**src/rtl/dmem_ctrl_if.sv**
```systemverilog
// Bundle between the MA stage, the data-memory controller and the data bus.
// Signal suffixes (_i/_o) are named from the controller's point of view.
interface dmem_ctrl_if;
  logic        req_valid_i;
  logic        req_wr_i;
  logic [31:0] req_addr_i;
  logic [31:0] req_wdata_i;
  logic [1:0]  req_size_i;
  logic        req_sign_i;
  logic        stall_o;
  logic [31:0] rdata_o;
  logic        resp_o;
  logic        fault_o;
  logic        misalign_o;
  logic        bus_req_o;
  logic        bus_we_o;
  logic [31:0] bus_addr_o;
  logic [3:0]  bus_be_o;
  logic [31:0] bus_wdata_o;
  logic        bus_ack_i;
  logic [31:0] bus_rdata_i;

  // Controller side.
  modport slave (
    input  req_valid_i, req_wr_i, req_addr_i, req_wdata_i, req_size_i, req_sign_i,
    input  bus_ack_i, bus_rdata_i,
    output stall_o, rdata_o, resp_o, fault_o, misalign_o,
    output bus_req_o, bus_we_o, bus_addr_o, bus_be_o, bus_wdata_o
  );

  // Pipeline + bus-model side.
  modport master (
    output req_valid_i, req_wr_i, req_addr_i, req_wdata_i, req_size_i, req_sign_i,
    output bus_ack_i, bus_rdata_i,
    input  stall_o, rdata_o, resp_o, fault_o, misalign_o,
    input  bus_req_o, bus_we_o, bus_addr_o, bus_be_o, bus_wdata_o
  );
endinterface

```
**src/rtl/dmem_ctrl.sv**
```systemverilog
// MA-stage data-memory controller: one req/ack bus transaction per load/store.
// Optional macro DMEM_MISALIGN_TRAP_EN: misaligned accesses skip the bus and flag misalign_o.
module dmem_ctrl #(
  parameter int unsigned TIMEOUT_CYC = 255
) (
  input  logic       clk,
  input  logic       rst_i,
  dmem_ctrl_if.slave dm
);

  typedef enum logic [1:0] {
    S_IDLE = 2'd0,
    S_BUS  = 2'd1,
    S_RESP = 2'd2
  } state_t;

  localparam int CNT_W = (TIMEOUT_CYC < 2) ? 1 : $clog2(TIMEOUT_CYC);
  localparam logic [CNT_W-1:0] CNT_LAST = (TIMEOUT_CYC == 0) ? '0 : CNT_W'(TIMEOUT_CYC - 1);

  state_t           r_state;
  logic [CNT_W-1:0] r_cnt;
  logic [1:0]       r_addr_lo;
  logic [1:0]       r_size;
  logic             r_sign;
  logic [31:0]      r_rdata;
  logic             r_resp;
  logic             r_fault;
  logic             r_bus_req;
  logic             r_bus_we;
  logic [31:0]      r_bus_addr;
  logic [3:0]       r_bus_be;
  logic [31:0]      r_bus_wdata;

  // Half enables shift by the full byte offset so a misaligned half at offset 3
  // truncates to the top lane only.
  function automatic logic [3:0] f_be(input logic [1:0] size, input logic [1:0] lo);
    case (size)
      2'b00:   f_be = 4'b0001 << lo;
      2'b01:   f_be = 4'b0011 << lo;
      default: f_be = 4'b1111;
    endcase
  endfunction

  function automatic logic [31:0] f_wdata(input logic [1:0] size, input logic [31:0] wd);
    case (size)
      2'b00:   f_wdata = {4{wd[7:0]}};
      2'b01:   f_wdata = {2{wd[15:0]}};
      default: f_wdata = wd;
    endcase
  endfunction

  function automatic logic [31:0] f_load(input logic [31:0] word, input logic [1:0] lo,
                                         input logic [1:0] size, input logic sign);
    logic [31:0] v_sh;
    logic        v_msb;
    v_sh = word >> {lo, 3'b000};
    case (size)
      2'b00: begin
        v_msb  = sign & v_sh[7];
        f_load = {{24{v_msb}}, v_sh[7:0]};
      end
      2'b01: begin
        v_msb  = sign & v_sh[15];
        f_load = {{16{v_msb}}, v_sh[15:0]};
      end
      default: f_load = v_sh;
    endcase
  endfunction

`ifdef DMEM_MISALIGN_TRAP_EN
  logic w_misal;
  logic r_misal;
  assign w_misal = ((dm.req_size_i == 2'b01) && dm.req_addr_i[0]) ||
                   (dm.req_size_i[1] && (dm.req_addr_i[1:0] != 2'b00));
  assign dm.misalign_o = r_misal;
`else
  assign dm.misalign_o = 1'b0;
`endif

  always_ff @(posedge clk or posedge rst_i) begin
    if (rst_i) begin
      r_state     <= S_IDLE;
      r_cnt       <= '0;
      r_addr_lo   <= 2'b00;
      r_size      <= 2'b00;
      r_sign      <= 1'b0;
      r_rdata     <= '0;
      r_resp      <= 1'b0;
      r_fault     <= 1'b0;
      r_bus_req   <= 1'b0;
      r_bus_we    <= 1'b0;
      r_bus_addr  <= '0;
      r_bus_be    <= 4'b0000;
      r_bus_wdata <= '0;
`ifdef DMEM_MISALIGN_TRAP_EN
      r_misal     <= 1'b0;
`endif
    end else begin
      r_resp  <= 1'b0;
      r_fault <= 1'b0;
`ifdef DMEM_MISALIGN_TRAP_EN
      r_misal <= 1'b0;
`endif
      case (r_state)
        S_IDLE: begin
          if (dm.req_valid_i) begin
`ifdef DMEM_MISALIGN_TRAP_EN
            if (w_misal) begin
              r_rdata <= '0;
              r_resp  <= 1'b1;
              r_misal <= 1'b1;
              r_state <= S_RESP;
            end else
`endif
            begin
              r_addr_lo   <= dm.req_addr_i[1:0];
              r_size      <= dm.req_size_i;
              r_sign      <= dm.req_sign_i;
              r_cnt       <= '0;
              r_bus_req   <= 1'b1;
              r_bus_we    <= dm.req_wr_i;
              r_bus_addr  <= {dm.req_addr_i[31:2], 2'b00};
              r_bus_be    <= f_be(dm.req_size_i, dm.req_addr_i[1:0]);
              r_bus_wdata <= f_wdata(dm.req_size_i, dm.req_wdata_i);
              r_state     <= S_BUS;
            end
          end
        end
        S_BUS: begin
          // Ack takes priority over a timeout landing in the same cycle.
          if (dm.bus_ack_i) begin
            r_rdata   <= f_load(dm.bus_rdata_i, r_addr_lo, r_size, r_sign);
            r_bus_req <= 1'b0;
            r_resp    <= 1'b1;
            r_state   <= S_RESP;
          end else if ((TIMEOUT_CYC != 0) && (r_cnt == CNT_LAST)) begin
            r_rdata   <= '0;
            r_bus_req <= 1'b0;
            r_resp    <= 1'b1;
            r_fault   <= 1'b1;
            r_state   <= S_RESP;
          end else if (TIMEOUT_CYC != 0) begin
            r_cnt <= r_cnt + CNT_W'(1);
          end
        end
        S_RESP: begin
          r_state <= S_IDLE;
        end
        default: begin
          r_state   <= S_IDLE;
          r_bus_req <= 1'b0;
        end
      endcase
    end
  end

  // Stall drops in RESP so the MA/WB register captures rdata_o that cycle.
  assign dm.stall_o     = ((r_state == S_IDLE) && dm.req_valid_i) || (r_state == S_BUS);
  assign dm.rdata_o     = r_rdata;
  assign dm.resp_o      = r_resp;
  assign dm.fault_o     = r_fault;
  assign dm.bus_req_o   = r_bus_req;
  assign dm.bus_we_o    = r_bus_we;
  assign dm.bus_addr_o  = r_bus_addr;
  assign dm.bus_be_o    = r_bus_be;
  assign dm.bus_wdata_o = r_bus_wdata;

endmodule

```
**src/flat_wrapper.sv**
```systemverilog
// flat-port wrapper written by rule: the top's interface ports become plain ports
module dmem_ctrl_flat 
#(
  parameter int unsigned TIMEOUT_CYC = 255
)
  (clk, rst_i, dm_req_valid_i, dm_req_wr_i, dm_req_addr_i, dm_req_wdata_i, dm_req_size_i, dm_req_sign_i, dm_bus_ack_i, dm_bus_rdata_i, dm_stall_o, dm_rdata_o, dm_resp_o, dm_fault_o, dm_misalign_o, dm_bus_req_o, dm_bus_we_o, dm_bus_addr_o, dm_bus_be_o, dm_bus_wdata_o);
  dmem_ctrl_if dm_i ();
  input  logic clk;
  input  logic rst_i;
  input wire logic [$bits(dm_i.req_valid_i)-1:0] dm_req_valid_i;
  input wire logic [$bits(dm_i.req_wr_i)-1:0] dm_req_wr_i;
  input wire logic [$bits(dm_i.req_addr_i)-1:0] dm_req_addr_i;
  input wire logic [$bits(dm_i.req_wdata_i)-1:0] dm_req_wdata_i;
  input wire logic [$bits(dm_i.req_size_i)-1:0] dm_req_size_i;
  input wire logic [$bits(dm_i.req_sign_i)-1:0] dm_req_sign_i;
  input wire logic [$bits(dm_i.bus_ack_i)-1:0] dm_bus_ack_i;
  input wire logic [$bits(dm_i.bus_rdata_i)-1:0] dm_bus_rdata_i;
  output wire logic [$bits(dm_i.stall_o)-1:0] dm_stall_o;
  output wire logic [$bits(dm_i.rdata_o)-1:0] dm_rdata_o;
  output wire logic [$bits(dm_i.resp_o)-1:0] dm_resp_o;
  output wire logic [$bits(dm_i.fault_o)-1:0] dm_fault_o;
  output wire logic [$bits(dm_i.misalign_o)-1:0] dm_misalign_o;
  output wire logic [$bits(dm_i.bus_req_o)-1:0] dm_bus_req_o;
  output wire logic [$bits(dm_i.bus_we_o)-1:0] dm_bus_we_o;
  output wire logic [$bits(dm_i.bus_addr_o)-1:0] dm_bus_addr_o;
  output wire logic [$bits(dm_i.bus_be_o)-1:0] dm_bus_be_o;
  output wire logic [$bits(dm_i.bus_wdata_o)-1:0] dm_bus_wdata_o;
  assign dm_i.req_valid_i = dm_req_valid_i;
  assign dm_i.req_wr_i = dm_req_wr_i;
  assign dm_i.req_addr_i = dm_req_addr_i;
  assign dm_i.req_wdata_i = dm_req_wdata_i;
  assign dm_i.req_size_i = dm_req_size_i;
  assign dm_i.req_sign_i = dm_req_sign_i;
  assign dm_i.bus_ack_i = dm_bus_ack_i;
  assign dm_i.bus_rdata_i = dm_bus_rdata_i;
  assign dm_stall_o = dm_i.stall_o;
  assign dm_rdata_o = dm_i.rdata_o;
  assign dm_resp_o = dm_i.resp_o;
  assign dm_fault_o = dm_i.fault_o;
  assign dm_misalign_o = dm_i.misalign_o;
  assign dm_bus_req_o = dm_i.bus_req_o;
  assign dm_bus_we_o = dm_i.bus_we_o;
  assign dm_bus_addr_o = dm_i.bus_addr_o;
  assign dm_bus_be_o = dm_i.bus_be_o;
  assign dm_bus_wdata_o = dm_i.bus_wdata_o;
  dmem_ctrl #(.TIMEOUT_CYC(TIMEOUT_CYC)) u_core (.clk(clk), .rst_i(rst_i), .dm(dm_i));
endmodule
```
**config.mk**
```make
export PLATFORM = sky130hd
export DESIGN_NAME = dmem_ctrl_flat
export DESIGN_NICKNAME = d
export VERILOG_FILES = /design/src/rtl/dmem_ctrl_if.sv /design/src/rtl/dmem_ctrl.sv /design/src/flat_wrapper.sv
export SDC_FILE = /design/constraint.sdc
export NUM_CORES = 1
export LEC_CHECK = 0
export ABC_AREA = 1
export ABC_CLOCK_PERIOD_IN_PS = 7200
export CAP_MARGIN = 30
export CORE_ASPECT_RATIO = 0.75
export CORE_MARGIN = 5
export CORE_UTILIZATION = 50
export CTS_BUF_LIST = sky130_fd_sc_hd__clkbuf_8
export CTS_CLUSTER_DIAMETER = 60
export DETAILED_ROUTE_END_ITERATION = 10
export GPL_TIMING_DRIVEN = 0
export HOLD_SLACK_MARGIN = 0.03
export MAX_ROUTING_LAYER = met4
export PLACE_DENSITY_LB_ADDON = 0.3
export RECOVER_POWER = 25
export REMOVE_ABC_BUFFERS = 1
export SETUP_SLACK_MARGIN = 0.4
export SLEW_MARGIN = 20
export SYNTH_ARGS = -nofsm -noshare
export SYNTH_HDL_FRONTEND = slang
export SYNTH_SLANG_ARGS = --single-unit
```
**constraint.sdc**
```tcl
create_clock -name clk -period 7.2 [get_ports clk]
set_clock_uncertainty 0.2 [all_clocks]
set_input_delay 1.44 -clock clk [delete_from_list [all_inputs] [get_ports clk]]
set_output_delay 1.44 -clock clk [all_outputs]
set_load 0.02 [all_outputs]
```
[Yosys cells after proc, flatten, opt, wreduce, memory -nomap -nowiden]
Cells that the tools add are included.
Storage, ports and cells
  bits in registers: 117
  bits of input ports: 104
  output and inout port bits: 106
  logic and storage cells: 63
Operators by class
  add/sub/neg operators: 1
  equal/unequal tests: 9
  shift operators: 3
  muxes and demuxes: 22
  bitwise operators: 3
  reduce and logical (&&, ||, !) cells: 12
Operators with widths (number)
  one-hot mux 32 bit (2 select lines): 2
  two-way mux 32 bit: 2
  >> shifter 32 x 5 -> 32 bit: 1
  two-way mux 8 bit: 3
  one-hot mux 8 bit (2 select lines): 1
  adder 8 x 1 -> 8 bit (second input constant): 1
  equality test 8 bit (second input constant): 1
  two-way mux 1 bit: 8
  one-hot mux 4 bit (2 select lines): 1
  equality test 2 x 1 -> 1 bit (second input constant): 3
  logical NOT 2 bit: 3
  two-way mux 2 bit: 3
  inequality test 2 bit (second input constant): 3
  AND reduction 2 bit: 3
  one-hot mux 2 bit (2 select lines): 1
  AND reduction 4 bit: 1
  nonzero test 2 bit: 2
  << shifter 1 x 2 -> 4 bit (first input constant): 1
  << shifter 2 x 2 -> 4 bit (first input constant): 1
  inequality test 3 x 2 -> 1 bit (second input constant): 1
  one-hot mux 1 bit (3 select lines): 1
  AND reduction 3 bit: 1
  AND 1 bit: 2
  equality test 2 bit (second input constant): 1
  other kinds (3): 3

[Depth between registers and ports, before layout]
  depth after elaboration: 4
  mapped depth: 10
  depth with buffers taken out: 9

[Worst setup path after synthesis]
No wires, ideal clock.
  path type: in2out
  start point: in dm_req_valid_i
  end point: out dm_stall_o
  data arrival time: 2045 ps
  required time: 5560 ps
  slack: 3515 ps
  stages: 3
  buffers on the path: 1
  cell sequence: nand3_2 -> clkbuf_1 -> nand2_1
On the way
  cells in the longest elaborated chain, start to end: 2
Ends and longest elaborated chain
  from (decl): line flat_wrapper.sv:10  | input wire logic [$bits(dm_i.req_valid_i)-1:0] dm_req_valid_i;
  logical AND 1 bit: line dmem_ctrl.sv:158  | assign dm.stall_o = ((r_state == S_IDLE) && dm.req_valid_i) || (r_state == S_BUS);
  logical OR 1 bit: line dmem_ctrl.sv:158
  to (decl): line flat_wrapper.sv:18  | output wire logic [$bits(dm_i.stall_o)-1:0] dm_stall_o;
Every way passes these cells.

[Worst setup path in the final report]
Ends and elaborated chain as after synthesis.

==> results.txt <==
Largest net degree at the start of global routing = 83
RSZ-0062 raised after global routing = false
Outcome = finished, violations left
Internal = 2.02 mW
Sequential share of the synthesized area = 51.5%
Worst setup path start = dm_req_valid_i
Overflow after GRT = 0
CP peak stage delay = 630 ps
P_leak = 3.95 nW
# DRC = 0
Area growth from synthesis to layout = 44.0%
Register share of total power = 32.8%
Chip width = 133 um
HP Class = flip-flop to flip-flop
Hold path startpoint = u_core.dm.rdata_o[0]$_DFFE_PP0P_
Reg2Reg Depth = 5
PnR worst setup slack = 2210 ps
Cell mode on critical path = clkdlybuf4s50_1
Synth Warn # = 0
Layout net count = 1020
Syn Area/Cell = 7.84 sq um
Initial Utilization = 51.6%
Core area = 11000 sq um
Top post-synthesis cells by count = nand2_1, dfrtp_1, nand3_1, nor2_1, a21oi_1
Routability-driven placement congestion ratio = 0.822
Final antenna diode count = 0
Post-DR vias/cell = 5.21
Post-CTS setup repair buffer count = 0
Net Sw Frac = 40.3%
Chip height = 102 um
Vias in the first global route = 5413
Post-DRT Antenna Nets = 0
Starting DRT DRC Count = 387
Rows = 33
Gr usage total = 25.2%
Period minus WS final = 4990 ps
CP max-delay cell = clkdlybuf4s50_1
Dpl ws = 2220 ps
Detailed Route WL = 16700 um
Failing checks = capacitance limit, slew limit
I/O pin cnt = 210
Pins Over Slew Limit = 40
Arrival @ worst endpoint = 3350 ps
Hold_ws = 281 ps
Post-layout util = 74.4%
H-tree depth = 4
Worst r2r dst = u_core.dm.bus_be_o[3]$_DFFE_PP0P_
Port bufs = 206
First-pass DRT Iterations = 5
Setup CP Type = primary input to output pin
Top-count cell post-synth = nand2_1
Power density of the placed cells = 413 nW/um^2
Setup Viol. Count Final = 0
Reg2Reg Setup Slack = 4480 ps
Maximum vdd drop = 0.000239 V
Fraction of layout cells with a size suffix above 1 = 7.23%
Mapped Cells = 726
Switching power total = 1.37 mW
Max Fclk = 0.200 GHz
Total Neg Setup Slack = 0 ps
Wire length per cell = 15.7 um
EDFF count, synth = 0
CTS tree = built
Cell Area, Synth = 5690 sq um
Clk pwr share = 20.3%
Clock slew at reported path FFs = 70 ps
Comb pwr share = 46.9%
Worst R2R Start = u_core.r_state[0]$_DFFE_PP0P_
Cell taking the most area after synthesis = dfrtp_1
CTS Buf Count = 17
Share of synthesized registers carrying an async set or reset = 100%
Post-DP HPWL = 11500 um
Maxcap violations = 1
CTS Buffer Depth = 2
Slew of the pin with the lowest slew margin = 1780 ps
Sink Count = 117
Worst Setup EP = dm_stall_o
#FFs+latches synth = 117
Critical path required time = 5560 ps
Share of the synthesized area in the top cell type = 51.5%
First-pass GRT wire length = 26600 um
Number of antenna violations at the first check in global routing = 0
Count of different cell masters after synthesis = 31
Die area = 13600 sq um
Post-cts repair resize count = 0
Clk Latency, worst-skew pair = 410 ps
# hold bufs at CTS = 0
Critical path, cell by cell = clkdlybuf4s50_1, nand3_4, nand2_1, clkdlybuf4s50_1
Vias = 5555
Clock root buffer = clkbuf_8
Relative slew slack = -19.1%
Most common flop cell mapped by yosys = dfrtp_1
Final hold viol count = 0
Crit Path Max Fanout = 64
Synth top area cells = dfrtp_1, nand2_1, nand3_1, a21oi_1, nor2_1
Startpoint Class = primary input
Fillers = 825
Setup crit end kind = output pin
Final period utilization = 69.3%
critical path: cells and delay by family:
family,cells,cell delay [ps]
buffers and inverters,2,1130
and+or+nand+nor,2,770
final cells by class:
type,count,area [sq um],area share (%)
well taps,140,175,2.14
multi-input cells,547,2440,29.7
inverters,23,95.1,1.16
clock inverters,14,209,2.55
clock buffers,18,248,3.02
flip-flops and latches,117,2930,35.7
repair buffers,208,2100,25.7
stage by stage:
step,instance area (sq um),std cells,total power [mW]
floorplan,5450,687,1.93
global placement,7690,1033,2.65
detailed placement,7730,1034,2.70
CTS,8190,1066,3.41
global route,8200,1067,3.60
finish,8200,1067,3.39
logic make-up after synthesis:
group,Yosys count,synth area share (%)
xor+xnor,3,0.462
compound gates,71,7.39
buf+inv,64,5.98
other cells,1,0.0659
fa+ha+maj,2,0.440
flops,117,51.5
simple gates,468,34.2
registers in the layout (all words and copies together) (netlist names):
register and flops:
u_core.dm.bus_addr_o 30, u_core.dm.bus_be_o 4, u_core.dm.bus_req_o 1, u_core.dm.bus_wdata_o 32, u_core.dm.bus_we_o 1, u_core.dm.fault_o 1, u_core.dm.rdata_o 32, u_core.dm.resp_o 1
u_core.r_addr_lo 2, u_core.r_cnt 8, u_core.r_sign 1, u_core.r_size 2, u_core.r_state 2
power by group through the flow:
stage          logic [mW]  registers [mW]  clock network (mW)
2_1_floorplan       0.537            1.40                   0
3_3_place_gp         1.55            1.10                   0
3_5_place_dp         1.59            1.12                   0
4_1_cts              1.60            1.11               0.698
5_1_grt              1.72            1.15               0.730
6_report             1.59            1.11               0.688
layer usage:
layer | share of wire, % | wire length [um] | GRT usage (%) | vias to the layer above
met2 | 50 | 8290 | 41.8 | 254
met5 | 0 | 0 | - | -
li1 | - | - | - | 2680
met4 | 2.6 | 427 | 9.25 | 0
met1 | 40 | 6720 | 30.4 | 2573
met3 | 7.6 | 1270 | 6.20 | 48
worst min-delay path by stage:
stage / end / slack (ps) / depth (start not counted)
floorplan: u_core.r_cnt[7]$_DFFE_PP0P_ / 280 / 2
global placement: u_core.dm.rdata_o[5]$_DFFE_PP0P_ / 260 / 2
detailed placement: u_core.dm.bus_addr_o[6]$_DFFE_PP0P_ / 260 / 2
CTS: u_core.dm.bus_wdata_o[0]$_DFFE_PP0P_ / 280 / 2
global route: u_core.dm.rdata_o[19]$_DFFE_PP0P_ / 300 / 2
finish: u_core.dm.rdata_o[0]$_DFFE_PP0P_ / 280 / 2
cells in the final DEF (no fill, tap or decap), drive strengths merged:
cell type / instances
buf: 2
o211ai: 8
dfrtp: 117
inv: 22
clkinvlp: 4
nand3: 62
a41oi: 2
clkdlybuf4s50: 204
a31oi: 12
xor2: 3
o21ai: 20
dlygate4sd3: 2
conb: 3
nand2: 371
clkinv: 6
ha: 2
nor2: 33
bufinv: 5
a21oi: 29
nor3: 2
clkbuf: 18
No activity file was read; power rests on OpenSTA's default activity.
